==> config.mk <==
export PLATFORM = sky130hd
export DESIGN_NAME = serial_frame_tx
export DESIGN_NICKNAME = d
export VERILOG_FILES = /design/src/rtl/serial_frame_tx.sv
export SDC_FILE = /design/constraint.sdc
export NUM_CORES = 1
export LEC_CHECK = 0
export ABC_AREA = 1
export CAP_MARGIN = 20
export CORE_ASPECT_RATIO = 1.2
export CORE_UTILIZATION = 35
export CTS_CLUSTER_SIZE = 16
export DETAILED_ROUTE_END_ITERATION = 10
export GPL_TIMING_DRIVEN = 0
export PLACE_DENSITY = 0.58
export SYNTH_ARGS = -nofsm -noshare
export SYNTH_HDL_FRONTEND = slang
export SYNTH_SLANG_ARGS = --single-unit
export TNS_END_PERCENT = 10
==> constraint.sdc <==
create_clock -name clk -period 2.7 [get_ports clk]
set_clock_uncertainty 0.2 [all_clocks]
set_input_delay 0.27 -clock clk [delete_from_list [all_inputs] [get_ports clk]]
set_output_delay 0.27 -clock clk [all_outputs]
set_load 0.005 [all_outputs]
==> src/rtl/serial_frame_tx.sv <==
// Serial frame transmitter: sync pattern, zero-stuffed MSB-first payload, idle gap.
// Feeds the single-bit input of the downstream Moore sequence detector.
module serial_frame_tx #(
  parameter int                DATA_W       = 8,
  parameter int                SYNC_W       = 4,
  parameter logic [SYNC_W-1:0] SYNC_PATTERN = 4'b1011,
  parameter int                GAP_CYCLES   = 2
) (
  input  logic              clk,
  input  logic              reset,
  input  logic [DATA_W-1:0] data_in,
  input  logic              data_valid,
  output logic              data_ready,
  output logic              bit_out,
  output logic              bit_valid,
  output logic              busy,
  output logic              frame_done
);

  localparam logic [1:0] IDLE = 2'd0;
  localparam logic [1:0] SYNC = 2'd1;
  localparam logic [1:0] DATA = 2'd2;
  localparam logic [1:0] GAP  = 2'd3;

  localparam int DCW  = $clog2(DATA_W + 1);
  localparam int PMAX = (SYNC_W > GAP_CYCLES) ? SYNC_W : GAP_CYCLES;
  localparam int PCW  = (PMAX < 1) ? 1 : $clog2(PMAX + 1);

  localparam logic [DCW-1:0] DATA_N  = DCW'(DATA_W);
  localparam logic [DCW-1:0] D_ONE   = DCW'(1);
  localparam logic [PCW-1:0] SYNC_N  = PCW'(SYNC_W);
  localparam logic [PCW-1:0] GAP_N   = PCW'(GAP_CYCLES);
  localparam logic [PCW-1:0] P_ONE   = PCW'(1);
  localparam bit             HAS_GAP = (GAP_CYCLES > 0);

  logic [1:0]        state, nxt_state;
  logic [PCW-1:0]    pcnt, nxt_pcnt;
  logic [DCW-1:0]    dcnt, nxt_dcnt;
  logic [DATA_W-1:0] shreg, nxt_shreg;
  logic [SYNC_W-1:0] sync_sr, nxt_sync;
  logic [2:0]        hist;
  logic              emit, emit_bit, emit_last, data_slot;

  assign data_ready = (state == IDLE);
  assign busy       = (state != IDLE);

  // Outputs are registered, so each cycle decides the bit for the next one;
  // frame_done is therefore predicted from the post-emission history.
  always_comb begin
    nxt_state = state;
    nxt_pcnt  = pcnt;
    nxt_dcnt  = dcnt;
    nxt_shreg = shreg;
    nxt_sync  = sync_sr;
    emit      = 1'b0;
    emit_bit  = 1'b0;
    emit_last = 1'b0;
    data_slot = 1'b0;

    case (state)
      IDLE: begin
        if (data_valid) begin
          nxt_state = SYNC;
          nxt_shreg = data_in;
          nxt_sync  = SYNC_PATTERN << 1;
          nxt_pcnt  = P_ONE;
          nxt_dcnt  = '0;
          emit      = 1'b1;
          emit_bit  = SYNC_PATTERN[SYNC_W-1];
        end
      end
      SYNC: begin
        if (pcnt != SYNC_N) begin
          emit     = 1'b1;
          emit_bit = sync_sr[SYNC_W-1];
          nxt_sync = sync_sr << 1;
          nxt_pcnt = pcnt + P_ONE;
        end else begin
          data_slot = 1'b1;
        end
      end
      DATA: data_slot = 1'b1;
      GAP: begin
        if (pcnt != GAP_N) begin
          emit      = 1'b1;
          nxt_pcnt  = pcnt + P_ONE;
          emit_last = ((pcnt + P_ONE) == GAP_N);
        end else begin
          nxt_state = IDLE;
        end
      end
      default: nxt_state = IDLE;
    endcase

    if (data_slot) begin
      if (hist == 3'b101) begin
        // Stuffed zero; the pending data bit stays at the shift register MSB.
        nxt_state = DATA;
        emit      = 1'b1;
        emit_last = !HAS_GAP && (dcnt == DATA_N);
      end else if (dcnt != DATA_N) begin
        nxt_state = DATA;
        emit      = 1'b1;
        emit_bit  = shreg[DATA_W-1];
        nxt_shreg = shreg << 1;
        nxt_dcnt  = dcnt + D_ONE;
        emit_last = !HAS_GAP && (nxt_dcnt == DATA_N) &&
                    ({hist[1:0], emit_bit} != 3'b101);
      end else if (HAS_GAP) begin
        nxt_state = GAP;
        nxt_pcnt  = P_ONE;
        emit      = 1'b1;
        emit_last = (GAP_N == P_ONE);
      end else begin
        nxt_state = IDLE;
      end
    end
  end

  always_ff @(posedge clk or posedge reset) begin
    if (reset) begin
      state      <= IDLE;
      pcnt       <= '0;
      dcnt       <= '0;
      shreg      <= '0;
      sync_sr    <= '0;
      hist       <= '0;
      bit_out    <= 1'b0;
      bit_valid  <= 1'b0;
      frame_done <= 1'b0;
    end else begin
      state      <= nxt_state;
      pcnt       <= nxt_pcnt;
      dcnt       <= nxt_dcnt;
      shreg      <= nxt_shreg;
      sync_sr    <= nxt_sync;
      bit_out    <= emit & emit_bit;
      bit_valid  <= emit;
      frame_done <= emit_last;
      if (nxt_state == IDLE)
        hist <= '0;
      else if (emit)
        hist <= {hist[1:0], emit_bit};
    end
  end

endmodule

==> metrics.cfg, run 1 <==
[die]
die-height_um=73.30
die_w_um=61.42
die_area_um2=4502
start_util_pct=37.03
row_count=25
top_level_ports=16
core_region_area_um2=4004

[sta]
maxSlewViolCount=0
timing_worst_slew_pin_value_ns=0.4632
fin_crit_ns=2.188
final.period_utilization_pct=81.05
setup_repair_after_global_routing_missed_its_margin=no
total_neg_setup_slack_ns=0
setup-violations-final=0
finalHoldViolCount=0
slew_headroom_pct=69.12
clock.fmax_ghz=0.4569

[power]
pwr-share-seq_pct=35.0
power_frac_comb_pct=50.9
cellInternalPower_mw=1.020
power.density_cell_area_nw_per_um2=997.8
total_net_switching_power_uw=758.9
power.ir.vdd_worst_mv=0.3453
power_switching_share_pct=42.66
clock_power_share_pct=14.1
power.leakage_nw=0.8942

[routing]
via_per_inst=4.952
drt_pre_antenna_iters=5
dr_total_vias=1248
detail_route.iter0.violations=30
drc=0
wl_per_cell_um=12.64
detail-route-antenna-nets=0
drt_wl_total_um=3185

[run_status]
outcome=complete, no violations

[run]
drv.max_cap_violation_count=0

[cells_and_area]
antenna_cells_inserted=0
area_growth_pct=20.25
fin_nets=221
seqCellArea_um2=650.6
fill_cells=424
postLayoutCoreUtil_pct=44.53
multi_input_area_um2=691.9
design_area_um2=1783
post_route_cells_drive_above_1_share_pct=10.61

[logic_synthesis]
mappedNetlistArea_um2=1483
portion_of_synthesized_cell_area_occupied_by_the_leading_cell_type_pct=43.88
yosys_register_bits=26
synthCells=178
netlist_top_cells_area=sky130_fd_sc_hd__dfrtp_1 (44%), sky130_fd_sc_hd__nand3_1 (12%), sky130_fd_sc_hd__ha_1 (9.3%)
ys_warn_count=0
yosys.cell_types.count=26
library_cell_with_the_largest_summed_area_after_synthesis=sky130_fd_sc_hd__dfrtp_1
postSynthAreaPerCell_um2=8.330
syn_nets=200
synth_seq_area_share_pct=43.88

[global_routing]
grt_pass1_wl_um=5368
grt_pass1_vias=1247
grt_remaining_overflow=0
antenna_found_initial=0
grt_start_max_net_pins=27
track_usage_pct=16.21

[clock_tree]
hold_buf_cts=0
post_cts_buffers=0
number_of_buffers_created_by_cts=3
postCtsResizedCells=0
clk_latency_ns=0.27
cts-root-buf=sky130_fd_sc_hd__clkbuf_8
worst_setup_hold_path_clk_slew_ns=0.09
max-clock-path-buffers=2
clock_sinks=26
tritoncts_clock_tree=done
cts_htree_levels=1

[critical_path]
cp.arrival_ns=1.72
cp.required_ns=2.23
worstSetupEndpointType=output pin
worst-path-max-fanout=5
worst_setup_path_start_kind=register
timing_worst_setup_path_type=register to output pin

[hold_path]
min-delay-path-class=input port to async pin

[place]
gpl.final_weighted_congestion=0.8836
post-dp-hpwl_um=2353
detailed_place.area_um2=1700
placement.io_buffers=15

==> synth_stat cells (all sizes together) <==
cell and n:
nand4 2, o21a 1, nor2 3, buf 2, dfrtp 26, xnor2 1, nor4b 1, a21oi 7
inv 31, nand2 36, o211ai 1, clkbuf 2, ha 11, nand3 39, o21ai 12, a211oi 1
or2 1, xor2 1
==> power groups by stage <==
stage               clock network (mW)  registers (mW)  logic (mW)
floorplan                            0           0.609       0.646
global placement                     0           0.623       0.871
detailed placement                   0           0.628       0.897
CTS                              0.262           0.622       0.908
global route                     0.280           0.642        1.03
finish                           0.251           0.622       0.906
==> per-layer routing <==
metal | wire (µm) | share of wire (%) | track usage, % | up-vias
met5 | 0 | 0 | 0 | -
met4 | 69 | 2.2 | 6.420 | 0
met3 | 96 | 3.0 | 2.641 | 6
met2 | 1673 | 53 | 29.11 | 21
met1 | 1346 | 42 | 18.74 | 604
li1 | - | - | - | 617
==> registers in the layout, indices dropped and copies added (netlist names) <==
name and count:
shreg 8, bit_valid 1, bit_out 1, frame_done 1, sync_sr 3, dcnt 4
state 2, pcnt 3, hist 3
==> cell families (layout without fill, tap and decap cells) <==
| group | Yosys count | after routing | synth area share (%) |
|---|---|---|---|
| AO/OA/AOI/OAI | 22 | 22 | 9.030 |
| XOR/XNOR | 2 | 2 | 1.182 |
| adder cells (fa/ha/maj) | 11 | 11 | 9.283 |
| buffers and inverters | 35 | 55 | 9.451 |
| flip-flops | 26 | 26 | 43.88 |
| AND/OR/NAND/NOR | 82 | 82 | 27.17 |
==> path summary, 6_finish.rpt <==
path / end / slack [ns] / from / depth (start not counted)
hold / removal: hist[2] / 0.002 / reset / 2
hold reg to reg: shreg[5] / 0.30 / shreg[4] / 2
max in group asynchronous: pcnt[0] / 1.91 / reset / 3
setup reg to reg: hist[1] / 0.68 / state[1] / 10
min in group clk: shreg[5] / 0.30 / shreg[4] / 2
setup / recovery: busy / 0.51 / state[0] / 4
==> layout by cell type, fill, tap and decap left out <==
cell type,count
sky130_fd_sc_hd__nand3_1,37
sky130_fd_sc_hd__nand2_1,33
sky130_fd_sc_hd__inv_1,30
sky130_fd_sc_hd__dfrtp_1,26
sky130_fd_sc_hd__clkdlybuf4s50_1,15
sky130_fd_sc_hd__o21ai_0,12
sky130_fd_sc_hd__ha_1,11
sky130_fd_sc_hd__a21oi_1,4
sky130_fd_sc_hd__clkbuf_8,4
sky130_fd_sc_hd__a21oi_2,3
sky130_fd_sc_hd__nand2_2,3
sky130_fd_sc_hd__nand3_2,2
sky130_fd_sc_hd__clkbuf_1,2
sky130_fd_sc_hd__nor2_1,1
sky130_fd_sc_hd__o211ai_1,1
sky130_fd_sc_hd__xnor2_1,1
sky130_fd_sc_hd__nand4_2,1
sky130_fd_sc_hd__buf_2,1
sky130_fd_sc_hd__buf_6,1
sky130_fd_sc_hd__nand4_1,1
sky130_fd_sc_hd__xor2_1,1
sky130_fd_sc_hd__nor4b_1,1
sky130_fd_sc_hd__nor2_4,1
sky130_fd_sc_hd__or2_2,1
sky130_fd_sc_hd__nor2_2,1
sky130_fd_sc_hd__inv_2,1
sky130_fd_sc_hd__a211oi_2,1
sky130_fd_sc_hd__o21a_1,1
sky130_fd_sc_hd__buf_16,1
==> critical path, cell delays in order, from the launching register on <==
cell,delay (ns)
sky130_fd_sc_hd__dfrtp_1,0.40
sky130_fd_sc_hd__inv_1,0.10
sky130_fd_sc_hd__ha_1,0.23
sky130_fd_sc_hd__inv_1,0.17
sky130_fd_sc_hd__clkdlybuf4s50_1,0.54
==> cell type report <==
type	count	area share [%]
Multi-Input combinational cell	117	38.81
Sequential cell	26	36.49
Timing Repair Buffer	16	9.965
Inverter	31	6.526
Tap cell	54	3.789
Clock buffer	4	3.088
Buffer	4	1.333
==> metrics by stage <==
stage          hold WS, ns  total power, mW  cells  setup slack (ns)
2_1_floorplan       0.1100            1.255    178             1.002
3_3_place_gp        0.2747            1.495    247            0.7357
3_5_place_dp        0.2872            1.525    247            0.7074
4_1_cts             0.3085            1.792    251            0.5105
5_1_grt            0.01331            1.949    252            0.3924
6_report          0.002105            1.779    252            0.5116
(Power assumes the default switching activity.)
==> run 2: changes to the inputs <==
==> constraint.sdc (replaced) <==
create_clock -name clk -period 2.02 [get_ports clk]
set_clock_uncertainty 0.2 [all_clocks]
set_input_delay 0.202 -clock clk [delete_from_list [all_inputs] [get_ports clk]]
set_output_delay 0.202 -clock clk [all_outputs]
set_load 0.005 [all_outputs]
==> run 2 against run 1 <==
First-iteration DRC count rose by 10%. Count of clock-buffer cells in the layout unchanged. Critical endpoint is now data_ready. Combinational power increased by 49%. Global-route usage increased by 0.25 points. Critical path type unchanged. Sequential cell count unchanged. Utilization grew 1.5 points. Clock power increased by 34%. Die area did not move. Sequential share of layout area fell by 1.2 points. Setup slack got worse by 0.44 ns.
==> metrics.cfg, run 2 (synthesized netlist as in run 1, its figures left out) <==
[critical_path]
timing_worst_setup_path_type=register to output pin
worst-path-max-fanout=3
cp_slowest_stage_delay_ns=0.51
cp.arrival_ns=1.55
timing.critical_path.max_delay_family=buffers and inverters
crit_buf_inv=2
slowest_stage=sky130_fd_sc_hd__clkdlybuf4s50_1
worst_setup_path_start_kind=register
worstSetupEndpointType=output pin
cp.required_ns=1.62
critical_path.cell_chain=inv_1 > ha_2 > clkdlybuf4s50_1

[global_routing]
antenna_found_initial=0
track_usage_pct=16.46
grt_remaining_overflow=0
grt_pass1_wl_um=5464
grt_start_max_net_pins=27
grt_pass1_vias=1258

[sta]
setup-violations-final=0
maxSlewViolCount=0
total_neg_setup_slack_ns=0
finalHoldViolCount=0
setup_repair_after_global_routing_missed_its_margin=no
timing_worst_slew_pin_value_ns=0.4485
fin_crit_ns=1.948
clock.fmax_ghz=0.5134
slew_headroom_pct=70.10
final.period_utilization_pct=96.42

[cells_and_area]
antenna_cells_inserted=0
largest_reg_flops=8
area_growth_pct=24.22
most_common_cell_after_layout_fill_and_taps_aside=sky130_fd_sc_hd__nand3_1
instances_no_fill=255
registers_with_the_most_flip_flops=shreg x8, dcnt x4
fin_nets=224
max_flop_register=shreg
post_route_cells_drive_above_1_share_pct=14.43
mostFrequentLayoutCells=sky130_fd_sc_hd__nand3_1 (37), sky130_fd_sc_hd__nand2_1 (33), sky130_fd_sc_hd__inv_1 (28)

[place]
gpl.final_weighted_congestion=0.8836
placed_cells=247
post-dp-hpwl_um=2353
placement.io_buffers=15

[routing]
drt_wl_total_um=3276
drc=0
wl_per_cell_um=12.85
dr_total_vias=1280
drt_pre_antenna_iters=4
via_per_inst=5.020
detail_route.iter0.violations=33
detail-route-antenna-nets=0

[power]
power.density_cell_area_nw_per_um2=1361
power.leakage_nw=0.9104
power.ir.vdd_worst_mv=0.4617

[die]
die_area_um2=4502
die-height_um=73.30
core_region_area_um2=4004
row_count=25
start_util_pct=37.03
die_w_um=61.42
top_level_ports=16

[clock_tree]
clock_sinks=26
cts-root-buf=sky130_fd_sc_hd__clkbuf_8
worst_setup_hold_path_clk_slew_ns=0.09
cts_htree_levels=1
max-clock-path-buffers=2
clk_latency_ns=0.27
tritoncts_clock_tree=done
number_of_buffers_created_by_cts=3

[run]
drv.max_cap_violation_count=0

[run_status]
outcome=complete, no violations

[hold_path]
min-delay-path-class=register to register

run 2: cell count changes in the layout (fill, tap and decap cells not counted):
| cell | previous run | this run |
|---|---|---|
| sky130_fd_sc_hd__a21oi_2 | 3 | 2 |
| sky130_fd_sc_hd__nor2_4 | 1 | 2 |
| sky130_fd_sc_hd__nor2_2 | 1 | 0 |
| sky130_fd_sc_hd__inv_2 | 1 | 2 |
| sky130_fd_sc_hd__inv_4 | 0 | 1 |
| sky130_fd_sc_hd__clkbuf_1 | 2 | 1 |
| sky130_fd_sc_hd__buf_4 | 0 | 2 |
| sky130_fd_sc_hd__a21oi_4 | 0 | 1 |
| sky130_fd_sc_hd__ha_1 | 11 | 8 |
| sky130_fd_sc_hd__dlygate4sd3_1 | 0 | 1 |
| sky130_fd_sc_hd__clkbuf_2 | 0 | 1 |
| sky130_fd_sc_hd__inv_1 | 30 | 28 |
| sky130_fd_sc_hd__ha_2 | 0 | 2 |
| sky130_fd_sc_hd__ha_4 | 0 | 1 |
run 2: timing repair:
| item | in CTS | in global routing |
|---|---|---|
| hold buffers | 0 | 1 |
| endpoints found under the setup margin | 1 | 17 |
| pin swaps | 0 | 0 |
| hold endpoints to repair | 0 | 3 |
| setup buffers | 2 | 0 |
| gates resized for setup | 1 | 10 |
run 2: worst paths after layout:
| check | startpoint | endpoint | slack (ns) | cells past startpoint |
|---|---|---|---|---|
| min in group asynchronous | reset | hist[2] | 0.50 | 3 |
| setup / recovery | state[1] | data_ready | 0.07 | 3 |
| hold reg to reg | shreg[4] | shreg[5] | 0.30 | 2 |
| hold / removal | shreg[4] | shreg[5] | 0.30 | 2 |
| max in group asynchronous | reset | pcnt[0] | 0.73 | 4 |
| setup reg to reg | state[1] | hist[1] | 0.14 | 10 |
run 2: worst min-delay path, cell delays in order (launching register included):
cell,delay (ns)
sky130_fd_sc_hd__dfrtp_1,0.35
sky130_fd_sc_hd__nand2_1,0.05
sky130_fd_sc_hd__nand3_1,0.07
run 2: final cells by class:
type                            instances  area [µm²]
Inverter                               31       118.9
Clock buffer                            4       55.05
Fill cell                             429        2162
Multi-Input combinational cell        117       721.9
Timing Repair Buffer                   19       202.7
Buffer                                  4       25.02
Sequential cell                        26       650.6
Tap cell                               54       67.56
run 2: stage by stage:
step / hold slack, ns / util, % / total power [mW] / setup slack, ns / cell area [µm²]
after floorplan: 0.04202 / - / 1.678 / 0.3218 / 1483
after global placement: 0.2747 / 42.47 / 1.998 / 0.05567 / 1700
after detailed placement: 0.2872 / 42.47 / 2.038 / 0.02743 / 1700
after CTS: 0.3014 / 44.22 / 2.428 / 0.02343 / 1770
after global routing: 0.3070 / 46.00 / 2.736 / 0.002439 / 1842
final: 0.3025 / 46.00 / 2.506 / 0.07222 / 1842
run 2: power breakdown:
part           switching, mW  leakage, nW  internal [mW]
Clock                  0.162       0.0288          0.174
Sequential             0.112        0.333          0.711
Combinational          0.798        0.548          0.549
Total                   1.07        0.910           1.43
run 2: metal layers:
| metal | part of all wire, % | vias to the layer above | global-route usage (%) |
|---|---|---|---|
| met5 | 0 | - | 0 |
| met4 | 2.1 | 0 | 6.420 |
| met3 | 2.8 | 6 | 2.641 |
| met2 | 53 | 24 | 29.47 |
| met1 | 42 | 624 | 19.19 |
| li1 | - | 626 | - |
